### src/rtl/pipe_hazard_ctrl.sv
// ---------------------------------------------------------------------------
// pipe_hazard_ctrl
//   Central hazard/stall controller for a 5-stage RV32 pipeline.
//   - EX operand forwarding selects (MEM beats WB, x0 never forwarded)
//   - load-use stall (FWD_EN=1) or full RAW stall (FWD_EN=0)
//   - taken-branch flush of IF-ID and ID-EX
//   - whole-pipe freeze while a data-memory access waits, with timeout
//   - saturating cycle / stall / flush counters and a sticky timeout flag
//
// Ports
//   clk, rst                        clock (rising edge), async reset (active-low)
//   id_rs1/id_rs2, id_use_rs1/2     ID source registers and their use flags
//   ex_rs1/ex_rs2, ex_rd            EX sources and destination
//   ex_reg_write, ex_mem_re         EX writes RF / EX is a load
//   mem_rd, mem_reg_write           MEM destination / writes RF
//   wb_rd, wb_reg_write             WB destination / writes RF
//   br_taken_ex                     branch or jump in EX resolved taken
//   dmem_req, dmem_ready            data-memory handshake of the MEM instruction
//   fwd_a_sel/fwd_b_sel             00 RF, 01 EX/MEM alu_out, 10 WB data
//   pc_en, ifid_en, idex_en, exmem_en   pipeline register advance enables
//   ifid_flush, idex_flush          NOP / bubble insert
//   memwb_bubble                    bubble into MEM-WB
//   dmem_err                        sticky: a memory access timed out
//   cyc_cnt, stall_cnt, flush_cnt   saturating performance counters
// ---------------------------------------------------------------------------
module pipe_hazard_ctrl #(
    parameter int RF_SIZE     = 5,
    parameter int FWD_EN      = 1,
    parameter int MEM_TIMEOUT = 16,
    parameter int CNT_WIDTH   = 32
) (
    input  logic                 clk,
    input  logic                 rst,
    input  logic [RF_SIZE-1:0]   id_rs1,
    input  logic [RF_SIZE-1:0]   id_rs2,
    input  logic                 id_use_rs1,
    input  logic                 id_use_rs2,
    input  logic [RF_SIZE-1:0]   ex_rs1,
    input  logic [RF_SIZE-1:0]   ex_rs2,
    input  logic [RF_SIZE-1:0]   ex_rd,
    input  logic                 ex_reg_write,
    input  logic                 ex_mem_re,
    input  logic [RF_SIZE-1:0]   mem_rd,
    input  logic                 mem_reg_write,
    input  logic [RF_SIZE-1:0]   wb_rd,
    input  logic                 wb_reg_write,
    input  logic                 br_taken_ex,
    input  logic                 dmem_req,
    input  logic                 dmem_ready,
    output logic [1:0]           fwd_a_sel,
    output logic [1:0]           fwd_b_sel,
    output logic                 pc_en,
    output logic                 ifid_en,
    output logic                 idex_en,
    output logic                 exmem_en,
    output logic                 ifid_flush,
    output logic                 idex_flush,
    output logic                 memwb_bubble,
    output logic                 dmem_err,
    output logic [CNT_WIDTH-1:0] cyc_cnt,
    output logic [CNT_WIDTH-1:0] stall_cnt,
    output logic [CNT_WIDTH-1:0] flush_cnt
);

    localparam int WAIT_W = $clog2(MEM_TIMEOUT + 1);

    typedef enum logic {
        RUN      = 1'b0,
        MEM_WAIT = 1'b1
    } state_e;

    state_e               state_q, state_d;
    logic [WAIT_W-1:0]    wait_cnt_q, wait_cnt_d;
    logic                 dmem_err_q, dmem_err_d;
    logic [CNT_WIDTH-1:0] cyc_cnt_q, cyc_cnt_d;
    logic [CNT_WIDTH-1:0] stall_cnt_q, stall_cnt_d;
    logic [CNT_WIDTH-1:0] flush_cnt_q, flush_cnt_d;

    logic       freeze;
    logic       hazard;
    logic       stall_ev;
    logic       flush_ev;
    logic [1:0] fwd_a_raw, fwd_b_raw;

    // -----------------------------------------------------------------------
    // Forwarding: the younger producer (MEM) wins over WB; x0 is never
    // forwarded because it always reads as zero.
    // -----------------------------------------------------------------------
    function automatic logic [1:0] fwd_sel(input logic [RF_SIZE-1:0] rs);
        if (mem_reg_write && (mem_rd != '0) && (mem_rd == rs))
            return 2'b01;
        if (wb_reg_write && (wb_rd != '0) && (wb_rd == rs))
            return 2'b10;
        return 2'b00;
    endfunction

    // True when a producer with destination rd overwrites a source the ID
    // instruction actually reads.
    function automatic logic id_reads(input logic [RF_SIZE-1:0] rd, input logic wr);
        return wr && (rd != '0) &&
               ((id_use_rs1 && (id_rs1 == rd)) || (id_use_rs2 && (id_rs2 == rd)));
    endfunction

    function automatic logic [CNT_WIDTH-1:0] sat_inc(input logic [CNT_WIDTH-1:0] v,
                                                     input logic               en);
        if (en && (v != '1))
            return v + CNT_WIDTH'(1);
        return v;
    endfunction

    always_comb begin
        // With forwarding, only a load in EX is too late to forward to ID's
        // consumer; without it every in-flight producer must drain first.
        if (FWD_EN != 0) begin
            fwd_a_raw = fwd_sel(ex_rs1);
            fwd_b_raw = fwd_sel(ex_rs2);
            hazard    = id_reads(ex_rd, ex_mem_re);
        end else begin
            fwd_a_raw = 2'b00;
            fwd_b_raw = 2'b00;
            hazard    = id_reads(ex_rd, ex_reg_write) ||
                        id_reads(mem_rd, mem_reg_write) ||
                        id_reads(wb_rd, wb_reg_write);
        end
    end

    // -----------------------------------------------------------------------
    // Memory-wait FSM. The cycle that sees ready (or the timeout) is the
    // release cycle: not frozen, the pipe advances normally.
    // -----------------------------------------------------------------------
    always_comb begin
        // NOTE: every signal gets a default before the case so no path leaves
        // it unassigned, which would otherwise infer a latch.
        state_d    = state_q;
        wait_cnt_d = wait_cnt_q;
        dmem_err_d = dmem_err_q;
        freeze     = 1'b0;
        unique case (state_q)
            RUN: begin
                if (dmem_req && !dmem_ready) begin
                    freeze     = 1'b1;
                    state_d    = MEM_WAIT;
                    wait_cnt_d = WAIT_W'(1);
                end
            end
            MEM_WAIT: begin
                if (dmem_ready) begin
                    state_d    = RUN;
                    wait_cnt_d = '0;
                end else if (wait_cnt_q == WAIT_W'(MEM_TIMEOUT)) begin
                    state_d    = RUN;
                    wait_cnt_d = '0;
                    dmem_err_d = 1'b1;
                end else begin
                    freeze     = 1'b1;
                    wait_cnt_d = wait_cnt_q + WAIT_W'(1);
                end
            end
        endcase
    end

    // -----------------------------------------------------------------------
    // Pipeline controls. Defaults are the freeze/reset pattern; a branch held
    // in EX during a freeze therefore flushes only on the release cycle.
    // -----------------------------------------------------------------------
    always_comb begin
        pc_en        = 1'b0;
        ifid_en      = 1'b0;
        idex_en      = 1'b0;
        exmem_en     = 1'b0;
        ifid_flush   = 1'b0;
        idex_flush   = 1'b0;
        memwb_bubble = 1'b1;
        fwd_a_sel    = 2'b00;
        fwd_b_sel    = 2'b00;
        stall_ev     = 1'b0;
        flush_ev     = 1'b0;
        if (rst) begin
            fwd_a_sel = fwd_a_raw;
            fwd_b_sel = fwd_b_raw;
            if (freeze) begin
                stall_ev = 1'b1;
            end else if (br_taken_ex) begin
                // Squashes both younger instructions; any pending hazard
                // belonged to one of them and is dropped.
                pc_en        = 1'b1;
                ifid_en      = 1'b1;
                idex_en      = 1'b1;
                exmem_en     = 1'b1;
                ifid_flush   = 1'b1;
                idex_flush   = 1'b1;
                memwb_bubble = 1'b0;
                flush_ev     = 1'b1;
            end else if (hazard) begin
                idex_en      = 1'b1;
                idex_flush   = 1'b1;
                exmem_en     = 1'b1;
                memwb_bubble = 1'b0;
                stall_ev     = 1'b1;
            end else begin
                pc_en        = 1'b1;
                ifid_en      = 1'b1;
                idex_en      = 1'b1;
                exmem_en     = 1'b1;
                memwb_bubble = 1'b0;
            end
        end
    end

    always_comb begin
        cyc_cnt_d   = sat_inc(cyc_cnt_q, 1'b1);
        stall_cnt_d = sat_inc(stall_cnt_q, stall_ev);
        flush_cnt_d = sat_inc(flush_cnt_q, flush_ev);
    end

    // NOTE: sequential state uses non-blocking assignments so every flop
    // samples the pre-edge value regardless of statement order.
    always_ff @(posedge clk or negedge rst) begin
        if (!rst) begin
            state_q     <= RUN;
            wait_cnt_q  <= '0;
            dmem_err_q  <= 1'b0;
            cyc_cnt_q   <= '0;
            stall_cnt_q <= '0;
            flush_cnt_q <= '0;
        end else begin
            state_q     <= state_d;
            wait_cnt_q  <= wait_cnt_d;
            dmem_err_q  <= dmem_err_d;
            cyc_cnt_q   <= cyc_cnt_d;
            stall_cnt_q <= stall_cnt_d;
            flush_cnt_q <= flush_cnt_d;
        end
    end

    assign dmem_err  = dmem_err_q;
    assign cyc_cnt   = cyc_cnt_q;
    assign stall_cnt = stall_cnt_q;
    assign flush_cnt = flush_cnt_q;

endmodule

### config.mk
export PLATFORM = sky130hd
export DESIGN_NAME = pipe_hazard_ctrl
export DESIGN_NICKNAME = d
export VERILOG_FILES = /design/src/rtl/pipe_hazard_ctrl.sv
export SDC_FILE = /design/constraint.sdc
export NUM_CORES = 1
export LEC_CHECK = 0
export CAP_MARGIN = 40
export CORE_MARGIN = 3
export CORE_UTILIZATION = 57
export CTS_CLUSTER_DIAMETER = 40
export DETAILED_ROUTE_END_ITERATION = 7
export DONT_BUFFER_PORTS = 1
export PLACE_DENSITY = 0.81
export SYNTH_ARGS = -nofsm -noshare
export SYNTH_HDL_FRONTEND = slang
export SYNTH_SLANG_ARGS = --single-unit
### constraint.sdc
create_clock -name clk -period 1.9 [get_ports clk]
set_input_delay 0.38 -clock clk [delete_from_list [all_inputs] [get_ports clk]]
set_output_delay 0.38 -clock clk [all_outputs]
set_load 0.01 [all_outputs]
==> impl_metrics.ini, run 1 <==
[layout]
finalNetCount = 749
antenna-diode-count = 0
finalNonFillerCells = 811
stdcell_area_um2 = 7580
drive_gt1_share_pct = 40.3
areaGrowthSynthToFinish_pct = 41.5
num-fill-cells = 451

[worst_setup_path]
required_ns = 2.14
critical_path_buf_inv_count = 8
rrSetupSlack_ns = -0.39
cp.arrival_ns = 2.54
crit_chain = inv_1 -> ha_2 -> nand4bb_4 -> buf_6 -> a21oi_4 -> buf_4 -> buf_6 -> inv_4 -> o211ai_1 -> buf_4 -> buf_8 -> buf_6 -> nor3_4 -> xor2_1
cp_top_family = buffers and inverters
crit_top_cell = buf_6
crit_type = reg2reg
setup.worst_path.start_class = flop
cpPeakStageDelay_ns = 0.40
end_kind = flop
cp_slowest_cell = dfrtp_1
crit_path_max_fanout = 5

[synthesis]
synth_ff_type = dfrtp_1
synth_compound_gate_area_share_pct = 3.04
synth-edff-count = 0
ys_warn_count = 0
synth-seq-area-share_pct = 48.2
ys_types = 50
synthSimpleGateAreaFrac_pct = 25.3
synth_adder_area_share_pct = 1.17
ys_ff_latch = 103
synthesis.nets = 577
netlist_instances = 526
syn-cell-area_um2 = 5350
synth.area.mux_share_pct = 0.701
synth.area.top_cells = dfrtp_1 48%, xnor2_1 11%, xor2_1 8.8%
synth_top_area_share_pct = 48.2
avgSynthCellArea_um2 = 10.2
yosysTopAreaCell = dfrtp_1
synthXorXnorAreaFrac_pct = 19.6
ys_async_sr_fraction_pct = 100
synth_top_family_by_area = simple AND/OR/NAND/NOR gates

[global_routing]
grt.total_usage_pct = 28.9
antenna_found_initial = 1
grt_pass1_vias = 5166
grt_start_max_net_pins = 111
overflow = 0
grt_pass1_wl_um = 24000

[routing]
dr_total_vias = 4958
drtIter0Drc = 275
drt-wirelength-per-cell_um = 21.2
drc = 0
wl_um = 17200
first_pass_iters = 5
antenna_left = 0
via_per_inst = 6.11

[placed_design]
dpl.hpwl_um = 10200
io_buffers = 0
dp.cells = 768
place_area_um2 = 6630
dpl_worst_slack_ns = -0.255
routabilityCongestion = 0.847

[die]
core_area_um2 = 8930
start_util_pct = 59.9
dieArea_um2 = 10600
rows = 34
fp.dieW_um = 103
ios = 154
die-height_um = 103

[timing]
period_share_pct = 121
rsz0062_at_grt = true
maxSlewHeadroom_pct = 58.8
holdWs_ns = -0.313
worst_pin_slew_ns = 0.616
max_freq_mhz = 436
setup_viol = 75
finalCriticalPeriod_ns = 2.29
hold_viol = 103
finClkSkew_ns = 0.0164
setup_slack_ns = -0.395
finalSetupTns_ns = -15.61
finalMaxSlewViolations = 0

[hold_path]
min_path_type = in2async

[pwr]
ir_drop_mv = 0.555
p_leak_uw = 0.00361
power_density_nw_per_um2 = 604

[flow_run]
maxCapViolations = 0

[clock_tree]
cts.clk_slew.worst_paths_ns = 0.11
cts_made_buffers = 9
cts_sinks = 103
h-tree-depth = 3
cts-root-buf = clkbuf_8
cts_tree = built
clk_latency_ns = 0.37
clock_path_buffers = 2

[status]
outcome = complete, but fails checks
failed_checks = hold timing, setup timing
## cells by family (layout without fill, tap and decap cells)
group / Yosys count / in the layout
adder cells (fa/ha/maj): 5 / 5
buffers and inverters: 21 / 198
AO/OA/AOI/OAI: 25 / 25
multiplexers: 3 / 3
flip-flops: 103 / 103
AND/OR/NAND/NOR: 249 / 249
XOR/XNOR: 120 / 120
## per-stage QoR
stage	hold slack (ns)	utilization (%)	total power [uW]
floorplan	0.0844	-	2810
global placement	0.0866	74.2	3090
detailed placement	0.0864	74.2	3130
CTS	-0.310	80.2	4460
global route	-0.328	84.8	4760
finish	-0.313	84.8	4580
## final timing paths
check / start / to / depth (start not counted)
worst max-delay path: wait_cnt_q[1] / stall_cnt[9] / 14
min in group clk: dmem_ready / dmem_err / 2
max in group asynchronous: rst / flush_cnt[7] / 0
worst max register to register: wait_cnt_q[1] / stall_cnt[9] / 14
worst min register to register: state_q / wait_cnt_q[0] / 1
worst min-delay path: rst / stall_cnt[25] / 0
## routing by layer
layer	vias up	global-route usage [%]	wire [um]
met2	251	53.3	9360
li1	2175	-	-
met4	2	12.2	571
met3	66	7.31	1190
met5	-	0	13
met1	2464	31.4	6030
## sequential cells by signal (all words and copies together), names as in the netlist
| register | flops |
|---|---|
| cyc_cnt | 32 |
| dmem_err | 1 |
| flush_cnt | 32 |
| stall_cnt | 32 |
| state_q | 1 |
| wait_cnt_q | 5 |
## worst reg2reg max path, stage by stage (launching register included)
cell and delay (ns):
dfrtp_1 0.40, inv_1 0.07, ha_2 0.19, nand4bb_4 0.14, buf_6 0.15, a21oi_4 0.12
buf_4 0.13, buf_6 0.10, inv_4 0.03, o211ai_1 0.15, buf_4 0.21, buf_8 0.14
buf_6 0.11, nor3_4 0.04, xor2_1 0.19
## report_power, final
part           leakage, uW  internal (uW)  total [uW]  switching [uW]
clock network    0.0000930            522        1340             819
logic              0.00214            431         859             428
registers          0.00138           2300        2380            77.8
total              0.00361           3250        4580            1320
## area by class of cell
| type | instances | area, um^2 | area share, % |
|---|---|---|---|
| Sequential cell | 103 | 2580 | 34.0 |
| Clock buffer | 10 | 138 | 1.82 |
| Inverter | 13 | 53.8 | 0.710 |
| Clock inverter | 6 | 43.8 | 0.578 |
| Timing Repair Buffer | 169 | 1380 | 18.2 |
| Multi-Input combinational cell | 402 | 3250 | 42.9 |
| Tap cell | 108 | 135 | 1.78 |
## cell usage after synthesis, types with 13 or more instances
| cell type | count |
|---|---|
| dfrtp_1 | 103 |
| and3_1 | 13 |
| inv_1 | 13 |
| nand2_1 | 54 |
| xor2_1 | 54 |
| nand4_1 | 29 |
| xnor2_1 | 66 |
| nor3_1 | 19 |
| nand3_1 | 38 |
| nor4_1 | 14 |
| nor2_1 | 43 |
## placed cells by master, fill, tap and decap left out, types with 9 or more instances in the layout
cell      Yosys  layout
buf_6         2      17
nand2_1      54      45
nor2_1       43      34
xnor2_1      66      60
nand2_2       0       9
and3_1       13      12
nor4_4        1      10
xor2_1       54      54
nand3_1      38      29
nand4_1      29      29
dfrtp_1     103     103
inv_1        13      10
buf_4         3     148
clkbuf_8      0      10
## repair_timing
action	CTS	global route
setup endpoints to repair	79	91
pin swaps	30	41
cloned	2	0
endpoints found under the hold margin	103	103
setup buffers	13	12
gates resized for setup	43	68
No activity file was read; power rests on OpenSTA's default activity.
==> run 2, diff against run 1 <==
--- a/config.mk
+++ b/config.mk
@@ -7,11 +7,10 @@
 export LEC_CHECK = 0
 export CAP_MARGIN = 40
 export CORE_MARGIN = 3
-export CORE_UTILIZATION = 57
+export CORE_UTILIZATION = 43
 export CTS_CLUSTER_DIAMETER = 40
 export DETAILED_ROUTE_END_ITERATION = 7
-export DONT_BUFFER_PORTS = 1
-export PLACE_DENSITY = 0.81
+export PLACE_DENSITY = 0.82
 export SYNTH_ARGS = -nofsm -noshare
 export SYNTH_HDL_FRONTEND = slang
 export SYNTH_SLANG_ARGS = --single-unit
==> run 2 against run 1 <==
The run ends with setup timing left. Utilization down 5.6 points. Non-clock buffer count up 169. First-iteration DRC count grew 51%. Setup slack got worse by 0.11 ns. Combinational power increased by 51%. Design area is 27% higher. Critical path depth decreased by 4. Fmax down 4.5%. Count of clock-buffer cells in the layout grew 1. Highest routed layer is now met4. Clock skew decreased by 0.0078 ns. Die area grew 31%.
==> impl_metrics.ini, run 2 (synthesis results as in run 1) <==
[pwr]
p_clk_share_pct = 32.5
power_density_nw_per_um2 = 568
ir_drop_mv = 0.530
switching_share_pct = 27.5
p_sw_uw = 1500
p_leak_uw = 0.00444
internal_power_uw = 3950
p_comb_share_pct = 24.0
seqPwrFrac_pct = 43.5
power_uw = 5450

[clock_tree]
cts_sinks = 103
cts_tree = built
cts-root-buf = clkbuf_16
h-tree-depth = 3
clock_path_buffers = 2
clk_latency_ns = 0.35
cts_made_buffers = 9
cts.clk_slew.worst_paths_ns = 0.07

[die]
rows = 40
die-height_um = 118
core_area_um2 = 12100
ios = 154
start_util_pct = 44.2
dieArea_um2 = 13800
fp.dieW_um = 118

[worst_setup_path]
cp.arrival_ns = 2.02
setup.worst_path.start_class = flop
crit_type = reg2out
required_ns = 1.52
end_kind = output pin
crit_path_max_fanout = 2

[placed_design]
dpl.hpwl_um = 12000
dp.cells = 987
routabilityCongestion = 0.881
io_buffers = 152

[routing]
drtIter0Drc = 415
via_per_inst = 5.40
drt-wirelength-per-cell_um = 18.5
wl_um = 19200
drc = 0
first_pass_iters = 5
antenna_left = 0
dr_total_vias = 5611

[timing]
finClkSkew_ns = 0.00861
worst_pin_slew_ns = 0.733
holdWs_ns = 0.327
rsz0062_at_grt = true
finalMaxSlewViolations = 0
setup_viol = 80
finalCriticalPeriod_ns = 2.40
max_freq_mhz = 416
period_share_pct = 127
hold_viol = 0
setup_slack_ns = -0.504
maxSlewHeadroom_pct = 51.1

[flow_run]
maxCapViolations = 0

[layout]
num-fill-cells = 730
layout_common_cells = 159 x buf_4, 113 x clkdlybuf4s50_1, 103 x dfrtp_1
finalNonFillerCells = 1039
drive_gt1_share_pct = 38.6
final_common_cell = buf_4
antenna-diode-count = 0
finalNetCount = 918
areaGrowthSynthToFinish_pct = 79.1

[global_routing]
grt_pass1_wl_um = 28500
overflow = 0
grt_start_max_net_pins = 58
antenna_found_initial = 0
grt.total_usage_pct = 25.1
grt_pass1_vias = 5855

[status]
failed_checks = setup timing
outcome = complete, but fails checks

[hold_path]
min_path_type = in2async
## run 2: cell types whose count changed in the layout (fill, tap and decap cells not counted), sizes merged, moves of 2 or more
| cell | delta |
|---|---|
| clkdlybuf4s50 | +113 |
| dlygate4sd2 | +10 |
| buf | +35 |
| clkbuf | +2 |
| dlymetal6s2s | +5 |
| clkdlybuf4s15 | +4 |
## run 2: per-layer routing
layer / vias up / routed length, um / GRT usage [%]
met1: 2790 / 7150 / 29.4
li1: 2528 / - / -
met3: 68 / 1000 / 4.13
met2: 225 / 10300 / 45.6
met4: 0 / 694 / 10.3
met5: - / 0 / 0
## run 2: final timing paths
check	end	slack, ns	depth (start not counted)	start
max in group asynchronous	stall_cnt[4]	0.89	3	rst
max	idex_flush	-0.50	10	wait_cnt_q[1]
min reg2reg	flush_cnt[7]	0.50	1	flush_cnt[7]
min	flush_cnt[1]	0.33	3	rst
max reg2reg	flush_cnt[11]	-0.45	11	wait_cnt_q[1]
min in group clk	flush_cnt[7]	0.50	1	flush_cnt[7]
## run 2: worst max-delay path, cell delays in order, from the launching register on
cell,delay [ns]
dfrtp_1,0.39
inv_1,0.08
ha_1,0.14
nand4bb_1,0.16
buf_4,0.19
a21oi_4,0.16
nand2_2,0.10
inv_2,0.09
nand2_1,0.07
o21ai_2,0.15
buf_2,0.15
## run 2: power groups by stage
stage	combinational [uW]	sequential, uW	clock [uW]
after floorplan	298	2520	0
after global routing	1390	2380	1890
after CTS	1190	2370	1780
final	1300	2370	1770
after detailed placement	1130	2410	0
after global placement	1090	2400	0
## run 2: final cells by class
class | count | area, um^2 | share of cell area [%]
multi-input cells | 402 | 3400 | 35.4
repair buffers | 338 | 3080 | 32.1
flip-flops and latches | 103 | 2580 | 26.9
clock buffers | 11 | 243 | 2.53
well taps | 168 | 210 | 2.19
inverters | 13 | 51.3 | 0.535
clock inverters | 4 | 31.3 | 0.326
## run 2: metrics by stage
stage | util [%] | setup TNS (ns) | area (um^2) | setup slack, ns
6_report | 79.2 | -23.04 | 9590 | -0.504
5_1_grt | 79.2 | -28.16 | 9590 | -0.543
3_3_place_gp | 68.4 | -39.95 | 8290 | -0.978
4_1_cts | 74.9 | -21.81 | 9070 | -0.444
3_5_place_dp | 68.4 | -44.00 | 8290 | -1.04
2_1_floorplan | - | -2.44 | 5480 | -0.141
## run 2: timing repair
| item | 4_1_cts | 5_1_grt |
|---|---|---|
| hold buffers | 1 | 0 |
| pin swaps | 49 | 69 |
| cloned | 2 | 1 |
| buffers inserted | 20 | 15 |
| gates resized for setup | 160 | 96 |
| endpoints found under the hold margin | 8 | 0 |
| endpoints found under the setup margin | 88 | 98 |
==> run 3, diff against run 2 <==
--- a/config.mk
+++ b/config.mk
@@ -7,10 +7,12 @@
 export LEC_CHECK = 0
 export CAP_MARGIN = 40
 export CORE_MARGIN = 3
-export CORE_UTILIZATION = 43
+export CORE_UTILIZATION = 45
+export CTS_BUF_LIST = sky130_fd_sc_hd__clkbuf_4
 export CTS_CLUSTER_DIAMETER = 40
 export DETAILED_ROUTE_END_ITERATION = 7
-export PLACE_DENSITY = 0.82
+export HOLD_SLACK_MARGIN = 0.02
+export PLACE_DENSITY = 0.85
 export SYNTH_ARGS = -nofsm -noshare
 export SYNTH_HDL_FRONTEND = slang
 export SYNTH_SLANG_ARGS = --single-unit
==> run 3 against run 2 <==
The run still ends with setup timing left. Critical path type is now reg2reg. Critical path depth increased by 2. Sequential share of layout area decreased by 0.80 points. Fmax decreased by 3.2%. Register-to-register slack got worse by 0.13 ns. Largest cell class unchanged.
==> impl_metrics.ini, run 3 (synthesis results as in run 1) <==
[hold_path]
min_path_type = in2async

[layout]
areaGrowthSynthToFinish_pct = 85.3
finalNetCount = 952
stdcell_area_um2 = 9920
num-fill-cells = 528
finalNonFillerCells = 1049
final_common_cell = buf_4
drive_gt1_share_pct = 44.9
layout_common_cells = 184 x buf_4, 96 x dfrtp_1, 70 x dlygate4sd2_1
antenna-diode-count = 0

[worst_setup_path]
required_ns = 2.33
end_kind = flop
cp.arrival_ns = 2.91
crit_path_max_fanout = 6
crit_type = reg2reg
setup.worst_path.start_class = flop

[pwr]
seqPwrFrac_pct = 48.9
power_density_nw_per_um2 = 492
internal_power_uw = 3330
ir_drop_mv = 0.482
p_comb_share_pct = 28.5
power_uw = 4880
p_sw_uw = 1540
switching_share_pct = 31.7
p_leak_uw = 0.00510
p_clk_share_pct = 22.5

[routing]
dr_total_vias = 5947
drt-wirelength-per-cell_um = 20.5
antenna_left = 0
via_per_inst = 5.67
drc = 0
first_pass_iters = 8
wl_um = 21500
drtIter0Drc = 404

[clock_tree]
clk_latency_ns = 0.49
h-tree-depth = 3
cts_sinks = 103
cts.clk_slew.worst_paths_ns = 0.18
cts_made_buffers = 9
cts-root-buf = clkbuf_4
clock_path_buffers = 2
cts_tree = built

[die]
die-height_um = 115
start_util_pct = 46.5
rows = 39
dieArea_um2 = 13200
fp.dieW_um = 115
core_area_um2 = 11500
ios = 154

[timing]
finalCriticalPeriod_ns = 2.48
period_share_pct = 131
maxSlewHeadroom_pct = 41.2
hold_viol = 0
finClkSkew_ns = 0.0198
finalMaxSlewViolations = 0
max_freq_mhz = 403
rsz0062_at_grt = true
finalSetupTns_ns = -25.92
worst_pin_slew_ns = 0.882
holdWs_ns = 0.416
setup_slack_ns = -0.582
setup_viol = 81

[status]
outcome = complete, but fails checks
failed_checks = setup timing

[global_routing]
grt_pass1_vias = 6023
antenna_found_initial = 0
grt.total_usage_pct = 27.7
grt_start_max_net_pins = 68
grt_pass1_wl_um = 29300
overflow = 0

[placed_design]
io_buffers = 152
routabilityCongestion = 0.831
dp.cells = 962
place_area_um2 = 8280
dpl.hpwl_um = 12200

[flow_run]
maxCapViolations = 0
run 3: cell count changes in the layout (fill, tap and decap cells not counted), sizes merged:
cell,change
buf,+29
clkbuf,+7
clkdlybuf4s15,-1
clkdlybuf4s50,-70
clkinvlp,+1
dlygate4sd2,+60
dlygate4sd3,+2
dlymetal6s2s,+6
inv,+1
run 3: power groups by stage:
stage          combinational, uW  sequential (uW)  clock (uW)
3_5_place_dp                1150             2410           0
2_1_floorplan                298             2520           0
6_report                    1390             2390        1100
4_1_cts                     1200             2370        1080
3_3_place_gp                1100             2400           0
5_1_grt                     1470             2400        1180
run 3: final cells by class:
cell class | count | area [um^2] | share of cell area [%]
inverters | 13 | 51.3 | 0.517
clock inverters | 6 | 45.0 | 0.454
multi-input cells | 402 | 3690 | 37.2
well taps | 143 | 179 | 1.80
clock buffers | 10 | 75.1 | 0.757
repair buffers | 372 | 3290 | 33.2
flip-flops and latches | 103 | 2590 | 26.1
run 3: what timing repair did:
item | in CTS | in global routing
resized for setup | 211 | 174
hold buffers | 3 | 0
setup buffers | 25 | 42
endpoints found under the setup margin | 152 | 118
cloned | 3 | 2
endpoints found under the hold margin | 21 | 0
pin swaps | 41 | 111
run 3: path summary, 6_finish.rpt:
path                                from       endpoint  slack, ns  cells after the start
hold reg to reg              cyc_cnt[30]    cyc_cnt[30]       0.51                      1
setup reg to reg           wait_cnt_q[1]  flush_cnt[15]      -0.58                     12
max in group asynchronous            rst  wait_cnt_q[4]       0.73                      4
hold / removal                       rst  flush_cnt[15]       0.42                      4
min in group clk             cyc_cnt[30]    cyc_cnt[30]       0.51                      1
setup / recovery           wait_cnt_q[1]  flush_cnt[15]      -0.58                     12
run 3: critical path, stage by stage (launching register included):
cell,delay [ns]
dfrtp_1,0.44
inv_2,0.10
ha_4,0.14
nand4bb_4,0.14
buf_6,0.15
a211o_4,0.32
buf_6,0.13
buf_12,0.13
nor4b_4,0.25
buf_4,0.18
buf_12,0.13
nand4_1,0.12
xnor2_1,0.19
run 3: layer usage:
metal,vias up,wire [um],GRT usage [%]
met5,-,0,0
met4,0,621,11.8
met3,75,1240,4.95
met2,301,11600,49.6
met1,2979,8130,32.5
li1,2592,-,-
run 3: per-stage QoR:
step	worst slack (ns)	utilization [%]
after floorplan	-0.141	-
after global placement	-0.927	71.9
after detailed placement	-1.02	71.9
after CTS	-0.591	77.2
after global routing	-0.642	86.1
final	-0.582	86.1
